$ cat src/rtl/amiga_daug_dram.sv
// 68000-to-DRAM controller: multiplexed row/column access, CAS-before-RAS refresh.
// Define DAUG_WOM_EN to enable the write-once (WPRO_LOCK) write protection.
module amiga_daug_dram #(
  parameter int BANKS       = 2,
  parameter int ROW_BITS    = 8,
  parameter int BASE        = 0,
  parameter int TRP         = 2,
  parameter int TRAS_REF    = 3,
  parameter int REFRESH_DIV = 112
) (
  input  logic                CLK,
  input  logic                _RST,
  input  logic [23:1]         A,
  input  logic                _AS,
  input  logic                _UDS,
  input  logic                _LDS,
  input  logic                _PRW,
  input  logic                WPRO_LOCK,
  output logic                _DTACK,
  output logic [ROW_BITS-1:0] MA,
  output logic [BANKS-1:0]    _RAS,
  output logic                _UCAS,
  output logic                _LCAS,
  output logic                _WE,
  output logic                _WPRO,
  output logic                REF_OVF
);

  localparam int BB = $clog2(BANKS);
  localparam int BW = (BB > 0) ? BB : 1;
  localparam int UL = 2*ROW_BITS + BB + 1;
  localparam int UW = 24 - UL;
  localparam logic [UW-1:0] BASE_U    = UW'(BASE);
  localparam logic [11:0]   DIV_LAST  = 12'(REFRESH_DIV - 1);
  localparam logic [2:0]    TRP_LOAD  = 3'(TRP - 1);
  localparam logic [2:0]    TRAS_LOAD = 3'(TRAS_REF - 1);

  localparam logic [2:0] S_IDLE    = 3'd0;
  localparam logic [2:0] S_ROW     = 3'd1;
  localparam logic [2:0] S_COL     = 3'd2;
  localparam logic [2:0] S_HOLD    = 3'd3;
  localparam logic [2:0] S_PRE     = 3'd4;
  localparam logic [2:0] S_REF_CAS = 3'd5;
  localparam logic [2:0] S_REF_RAS = 3'd6;

  logic [2:0]          state, tmr;
  logic [11:0]         ref_cnt;
  logic                pending, wrap, refresh_req, access_req, hit, wp_block;
  logic [ROW_BITS-1:0] row_q, col_q;
  logic [BW-1:0]       bank_a, bank_q;
  logic [BANKS-1:0]    ras_sel;

  generate
    if (BB > 0) begin : g_bank
      assign bank_a = A[2*ROW_BITS+BB : 2*ROW_BITS+1];
    end else begin : g_one_bank
      assign bank_a = '0;
    end
  endgenerate

  assign hit         = (A[23:UL] == BASE_U);
  assign wrap        = (ref_cnt == DIV_LAST);
  // A wrap in this very cycle already counts, so refresh beats a same-cycle access.
  assign refresh_req = pending | wrap;
  assign access_req  = hit & ~_AS & (~_UDS | ~_LDS);
  assign ras_sel     = ~(BANKS'(1) << bank_q);

  always_ff @(posedge CLK or negedge _RST) begin
    if (!_RST) begin
      state   <= S_IDLE;
      tmr     <= '0;
      ref_cnt <= '0;
      pending <= 1'b0;
      REF_OVF <= 1'b0;
      // NOTE: the address latches are reset as well so MA never carries X out of reset.
      row_q   <= '0;
      col_q   <= '0;
      bank_q  <= '0;
    end else begin
      // NOTE: non-blocking assignments, so every decision below sees pre-edge values.
      ref_cnt <= wrap ? 12'd0 : ref_cnt + 12'd1;
      REF_OVF <= REF_OVF | (wrap & pending);
      pending <= refresh_req & (state != S_IDLE);
      case (state)
        S_IDLE: begin
          if (refresh_req) begin
            state <= S_REF_CAS;
          end else if (access_req) begin
            state  <= S_ROW;
            row_q  <= A[2*ROW_BITS:ROW_BITS+1];
            col_q  <= A[ROW_BITS:1];
            bank_q <= bank_a;
          end
        end
        S_ROW: begin
          if (_AS) begin
            state <= S_PRE;
            tmr   <= TRP_LOAD;
          end else begin
            state <= S_COL;
          end
        end
        S_COL:  state <= S_HOLD;
        S_HOLD: begin
          if (_AS) begin
            state <= S_PRE;
            tmr   <= TRP_LOAD;
          end
        end
        S_PRE: begin
          if (tmr == 3'd0) state <= S_IDLE;
          else             tmr   <= tmr - 3'd1;
        end
        S_REF_CAS: begin
          state <= S_REF_RAS;
          tmr   <= TRAS_LOAD;
        end
        S_REF_RAS: begin
          if (tmr == 3'd0) begin
            state <= S_PRE;
            tmr   <= TRP_LOAD;
          end else begin
            tmr <= tmr - 3'd1;
          end
        end
        default: state <= S_IDLE;
      endcase
    end
  end

`ifdef DAUG_WOM_EN
  assign wp_block = ~_WPRO & ~_PRW;

  always_ff @(posedge CLK or negedge _RST) begin
    if (!_RST) _WPRO <= 1'b1;
    else       _WPRO <= _WPRO & ~WPRO_LOCK;
  end
`else
  logic unused_wpro_lock;
  assign unused_wpro_lock = WPRO_LOCK;
  assign wp_block         = 1'b0;
  assign _WPRO            = 1'b1;
`endif

  // Strobes are decoded from the current state, so they trail the FSM by one clock.
  always_ff @(posedge CLK or negedge _RST) begin
    if (!_RST) begin
      MA     <= '0;
      _RAS   <= '1;
      _UCAS  <= 1'b1;
      _LCAS  <= 1'b1;
      _WE    <= 1'b1;
      _DTACK <= 1'b1;
    end else begin
      case (state)
        S_ROW: begin
          MA     <= row_q;
          _RAS   <= ras_sel;
          _UCAS  <= 1'b1;
          _LCAS  <= 1'b1;
          _WE    <= 1'b1;
          _DTACK <= 1'b1;
        end
        S_COL: begin
          MA     <= col_q;
          _RAS   <= ras_sel;
          _UCAS  <= _UDS | wp_block;
          _LCAS  <= _LDS | wp_block;
          _WE    <= _PRW | wp_block;
          _DTACK <= 1'b0;
        end
        S_HOLD: begin
        end
        S_REF_CAS, S_REF_RAS: begin
          MA     <= '0;
          _RAS   <= (state == S_REF_RAS) ? '0 : '1;
          _UCAS  <= 1'b0;
          _LCAS  <= 1'b0;
          _WE    <= 1'b1;
          _DTACK <= 1'b1;
        end
        default: begin
          MA     <= '0;
          _RAS   <= '1;
          _UCAS  <= 1'b1;
          _LCAS  <= 1'b1;
          _WE    <= 1'b1;
          _DTACK <= 1'b1;
        end
      endcase
    end
  end

endmodule

$ cat config.mk
export PLATFORM = sky130hd
export DESIGN_NAME = amiga_daug_dram
export DESIGN_NICKNAME = d
export VERILOG_FILES = /design/src/rtl/amiga_daug_dram.sv
export SDC_FILE = /design/constraint.sdc
export NUM_CORES = 1
export LEC_CHECK = 0
export CAP_MARGIN = 40
export CORE_ASPECT_RATIO = 2
export CORE_MARGIN = 1
export CORE_UTILIZATION = 40
export CTS_CLUSTER_DIAMETER = 50
export DETAILED_ROUTE_END_ITERATION = 12
export GPL_TIMING_DRIVEN = 0
export PLACE_DENSITY_LB_ADDON = 0.25
export REMOVE_ABC_BUFFERS = 1
export SYNTH_ARGS = -nofsm -noshare
export SYNTH_HDL_FRONTEND = slang
export SYNTH_SLANG_ARGS = --single-unit
$ cat constraint.sdc
create_clock -name CLK -period 2.9 [get_ports CLK]
set_input_delay 0.29 -clock CLK [delete_from_list [all_inputs] [get_ports CLK]]
set_output_delay 0.29 -clock CLK [all_outputs]
set_load 0.01 [all_outputs]
==> reports/metrics.yaml, run 1 <==
yosys:
  synth_flop_cell: "dfrtp_1"
  synth_largest_area_cell: "dfrtp_1"
  avgSynthCellArea_um2: 12.0
  synth-seq-cells: 51
  synth-edff-count: 0
  synthTopCellsByArea: "dfrtp_1, mux2_2, dfstp_2"
  yosysUniqueCellTypes: 42
  ys_seq_area_share_pct: 54.2
  netlist.area_leader.share_pct: 47.5
  syn_inst: 198
  async_flop_share_pct: 100
  netlist_area_um2: 2370
  synth_warnings: 0
run_status:
  status: "finished with violations"
  violations: "hold timing"
die:
  die_area_um2: 6250
  die_w_um: 56.4
  num_rows: 39
  ios: 46
  die-height_um: 111
  core_um2: 5710
  initial_core_util_pct: 41.5
power_and_ir_drop:
  leakagePower_nw: 1.40
  p_clk_share_pct: 32.2
  power_switching_mw: 0.703
  seq_power_share_pct: 43.1
  powerDensity_nw_per_um2: 775
  finalPower_mw: 2.36
  p_comb_share_pct: 24.7
  p_sw_share_pct: 29.8
  p_int_mw: 1.65
  ir_worst_vdd_uv: 666
worst_setup_path:
  path_cells: "nor3_1, nand3_4, mux2_4"
  critPathKind: "reg -> reg"
  critPathArrivalTime_ps: 2250
  cp_slowest_cell: "dfrtp_1"
  cp.required_ps: 3080
  end_kind: "flop"
  max_stage_delay_ps: 700
  critPathLaunchType: "flop"
  worstPathMaxFanout: 26
grt:
  grt_usage_pct: 17.0
  antenna_found_initial: 0
  grt_max_degree: 28
  grt_pass1_wl_mm: 8.09
  grt_pass1_vias: 1697
  grt_overflow: 0
routing:
  drt_pre_antenna_iters: 4
  dr.first_iter.drc_count: 32
  wirelength_mm: 4.67
  via_per_inst: 5.48
  final_antenna_net_count: 0
  wl_per_cell_um: 15.6
  drc: 0
  dr_total_vias: 1643
sta:
  timing.hold.ws_ps: -5.80
  worst_slack_ps: 830
  period_minus_slack_ps: 2070
  slew_violations: 0
  fin_crit_sh_pct: 71.4
  rsz0062_at_grt: "false"
  skew_ps: 9.35
  tightest_slew_ps: 864
  finalSetupViolations: 0
  finalHoldViolations: 16
  slew_headroom_pct: 42.3
  setup_tns_ps: 0
  fmax_mhz: 483
cts:
  path_clk_slew_ps: 70
  cts_max_path_buffers: 2
  post_cts_buffers: 0
  numClockSinks: 51
  cts_tree: "done"
  cts_max_level: 2
  cts.repair.resized: 0
  cts_buffers: 5
  ctsHoldBuffers: 0
  clkLatencyLatePin_ps: 300
  cts-root-buf: "clkbuf_16"
cells_and_area:
  final_cell_mix: "dfrtp_1, clkdlybuf4s50_1, nor2_1"
  synthToLayoutAreaGrowth_pct: 28.4
  nNetsFinal: 271
  final_common_cell: "dfrtp_1"
  insertedDiodeCount: 0
  final_layout_size_suffix_gt1_share_pct: 19.2
placement:
  globalplace.congestion: 0.744
  port_buffers: 43
  dp_hpwl_mm: 3.16
  preCtsSetupSlack_ps: 623
job:
  maxCapViolCount: 0
worst_hold_path:
  hold_path_class: "in -> async"
-- logic make-up (layout without fill, tap and decap cells) --
| logic type | after synthesis | after routing | share of synthesized area, % |
|---|---|---|---|
| XOR/XNOR | 10 | 10 | 3.70 |
| flip-flops | 51 | 51 | 54.2 |
| adder cells (fa/ha/maj) | 3 | 3 | 1.58 |
| multiplexers | 26 | 26 | 13.9 |
| AND/OR/NAND/NOR | 56 | 56 | 13.2 |
| AO/OA/AOI/OAI | 35 | 35 | 10.3 |
| buffers and inverters | 16 | 57 | 3.01 |
| other | 1 | 1 | 0.158 |
-- sequential cells by signal (all words and copies together) (netlist names), 2 cells and up --
register,flops
ref_cnt,12
state,3
_RAS,2
MA,8
tmr,3
col_q,8
row_q,8
-- stage by stage --
step	util (%)	hold slack, ps	cells	cell area [µm²]
2_1_floorplan	-	-5.59	186	2310
3_3_place_gp	49.4	449	290	2820
3_5_place_dp	49.9	326	292	2850
4_1_cts	53.3	6.16	300	3040
5_1_grt	53.3	44.3	300	3040
6_report	53.3	-5.80	300	3040
-- power groups by stage --
stage          combinational [mW]  clock, mW  sequential, mW
2_1_floorplan               0.316          0            1.01
3_3_place_gp                0.530          0            1.05
3_5_place_dp                0.585          0            1.03
5_1_grt                     0.655      0.794            1.04
4_1_cts                     0.589      0.774            1.02
6_report                    0.582      0.760            1.02
-- worst paths after layout --
kind | start | slack, ps | endpoint | cells after the start
worst min-delay path | _RST | -6 | col_q[3] | 1
max in group asynchronous | _RST | 2290 | _RAS[0] | 2
worst max register to register | state[1] | 830 | row_q[4] | 3
worst min register to register | REF_OVF | 460 | REF_OVF | 1
worst max-delay path | state[1] | 830 | row_q[4] | 3
min in group CLK | REF_OVF | 460 | REF_OVF | 1
-- area by class of cell --
type / count / area [µm²]
Fill cell: 515 / 2670
Sequential cell: 51 / 1280
Multi-Input combinational cell: 131 / 1010
Timing Repair Buffer: 45 / 460
Clock buffer: 5 / 125
Tap cell: 61 / 76.3
Clock inverter: 3 / 67.6
Inverter: 4 / 15.0
-- metal layers --
| layer | share of wire, % | global-route usage [%] |
|---|---|---|
| met4 | 2.5 | 8.78 |
| met1 | 42 | 21.0 |
| met2 | 51 | 26.9 |
| met3 | 4.4 | 4.32 |
| met5 | 0 | 0 |
-- cells in the mapped netlist (all sizes together) (2+ instances only) --
cell	number
buf	4
dfstp	6
mux2	25
a21boi	2
a31oi	2
o21ai	6
xor2	2
clkbuf	8
nand2	9
dfrtp	45
nor2	16
xnor2	8
nand2b	2
nor4bb	2
inv	4
a211o	2
a21oi	6
nor2b	6
a22oi	8
nand3	7
o22ai	2
nor3	4
and3	7
ha	3
-- worst max-delay path: cells and delay by family (launching register included) --
| kind | cells | cell delay [ps] |
|---|---|---|
| flops | 1 | 700 |
| mux | 1 | 400 |
| simple gates | 2 | 850 |
Note: power is estimated with default switching activity, not from simulation.
==> inputs of run 2 (changes only) <==
==> constraint.sdc (replaced) <==
create_clock -name CLK -period 2.06 [get_ports CLK]
set_input_delay 0.206 -clock CLK [delete_from_list [all_inputs] [get_ports CLK]]
set_output_delay 0.206 -clock CLK [all_outputs]
set_load 0.01 [all_outputs]
==> run 2 against run 1 <==
Against the previous run:
- the run now ends clean
- count of clock-buffer cells in the layout stayed put
- clock power is 41% higher
- cell count is 1.0% higher
- critical path depth is 1 higher
- routed wire length is 0.64% higher
- die area stayed put
- register-to-register slack worse by 720 ps
- core utilization is 0.70 points higher
- sequential share of layout area is 0.55 points lower
- sequential power is 40% higher
- global-route usage is 0.24 points higher
- final area is 1.3% higher
- critical endpoint unchanged
==> reports/metrics.yaml, run 2 (synthesis gave the netlist of run 1 again) <==
cts:
  cts_max_path_buffers: 2
  cts_buffers: 5
  path_clk_slew_ps: 70
  cts-root-buf: "clkbuf_16"
  numClockSinks: 51
  cts_max_level: 2
  cts_tree: "done"
  clkLatencyLatePin_ps: 300
sta:
  fin_crit_sh_pct: 94.5
  slew_violations: 0
  slew_headroom_pct: 43.2
  skew_ps: 9.02
  finalHoldViolations: 0
  finalSetupViolations: 0
  tightest_slew_ps: 852
  setup_tns_ps: 0
  fmax_mhz: 514
  period_minus_slack_ps: 1950
  worst_slack_ps: 114
  rsz0062_at_grt: "false"
routing:
  final_antenna_net_count: 0
  wl_per_cell_um: 15.5
  via_per_inst: 5.36
  drc: 0
  dr_total_vias: 1623
  wirelength_mm: 4.70
  drt_pre_antenna_iters: 4
  dr.first_iter.drc_count: 29
cells_and_area:
  final_layout_size_suffix_gt1_share_pct: 20.2
  largest_reg_flops: 12
  final_util_pct: 54.0
  finalNonFillerCells: 303
  final_cell_mix: "dfrtp_1, clkdlybuf4s50_1, nor2_1"
  final_common_cell: "dfrtp_1"
  nNetsFinal: 274
  synthToLayoutAreaGrowth_pct: 30.1
  n_fill_cell: 511
  top_register: "ref_cnt"
  insertedDiodeCount: 0
placement:
  dp_hpwl_mm: 3.16
  preCtsSetupSlack_ps: -133
  globalplace.congestion: 0.744
  port_buffers: 43
  placed_cells: 292
job:
  maxCapViolCount: 0
die:
  num_rows: 39
  initial_core_util_pct: 41.5
  die_area_um2: 6250
  die_w_um: 56.4
  core_um2: 5710
  die-height_um: 111
  ios: 46
worst_setup_path:
  critPathKind: "reg -> reg"
  end_kind: "flop"
  worstPathMaxFanout: 26
  ff2ff_path_depth: 4
  critPathArrivalTime_ps: 2130
  cp.required_ps: 2240
  critPathLaunchType: "flop"
run_status:
  status: "finished, final reports clean"
grt:
  grt_pass1_wl_mm: 8.19
  grt_usage_pct: 17.2
  grt_max_degree: 28
  grt_overflow: 0
  grt_pass1_vias: 1720
  antenna_found_initial: 0
power_and_ir_drop:
  ir_worst_vdd_uv: 969
  powerDensity_nw_per_um2: 1080
  leakagePower_nw: 1.42
worst_hold_path:
  hold_path_class: "in -> async"
-- run 2: final cells by class --
class                   count  area [µm²]  area share, %
clock buffers               5         125           4.06
clock inverters             3        67.6           2.19
flip-flops and latches     51        1280           41.7
multi-input cells         131        1020           33.0
well taps                  61        76.3           2.48
repair buffers             48         498           16.2
inverters                   4        15.0          0.487
-- run 2: critical path, stage by stage, from the launching register on --
cell and delay [ps]:
dfrtp_1 700, nor3_1 510, nand3_4 140, buf_12 180, mux2_4 300
-- run 2: path summary, 6_finish.rpt --
| check | start | endpoint | slack (ps) |
|---|---|---|---|
| setup / recovery | state[1] | row_q[4] | 110 |
| min in group CLK | REF_OVF | REF_OVF | 470 |
| hold reg to reg | REF_OVF | REF_OVF | 470 |
| max in group asynchronous | _RST | _RAS[0] | 1000 |
| hold / removal | _RST | state[0] | 440 |
| setup reg to reg | state[1] | row_q[4] | 110 |
-- run 2: report_power, final --
part	switching [mW]	internal (mW)	total (mW)
sequential	0.245	1.19	1.43
clock	0.374	0.696	1.07
combinational	0.371	0.452	0.823
-- run 2: per-stage QoR --
step                      cell area (µm²)  hold slack (ps)  total power, mW
after CTS                            3080              467             3.35
after detailed placement             2850              242             2.27
final                                3080              444             3.32
after global routing                 3080              497             3.51
after floorplan                      2310            -89.6             1.87
after global placement               2820              449             2.22
-- run 2: per-layer routing --
metal	vias up	global-route usage, %	wire (µm)
met5	-	0	0
met4	0	8.78	118
met3	7	4.32	223
met2	41	27.5	2410
met1	790	21.2	1940
li1	785	-	-
-- run 2: repair_timing --
action / CTS / global route
gates resized for setup: 1 / 0
endpoints found under the setup margin: 19 / 0
hold buffers: 1 / 0
buffers inserted: 2 / 0
endpoints found under the hold margin: 19 / 0
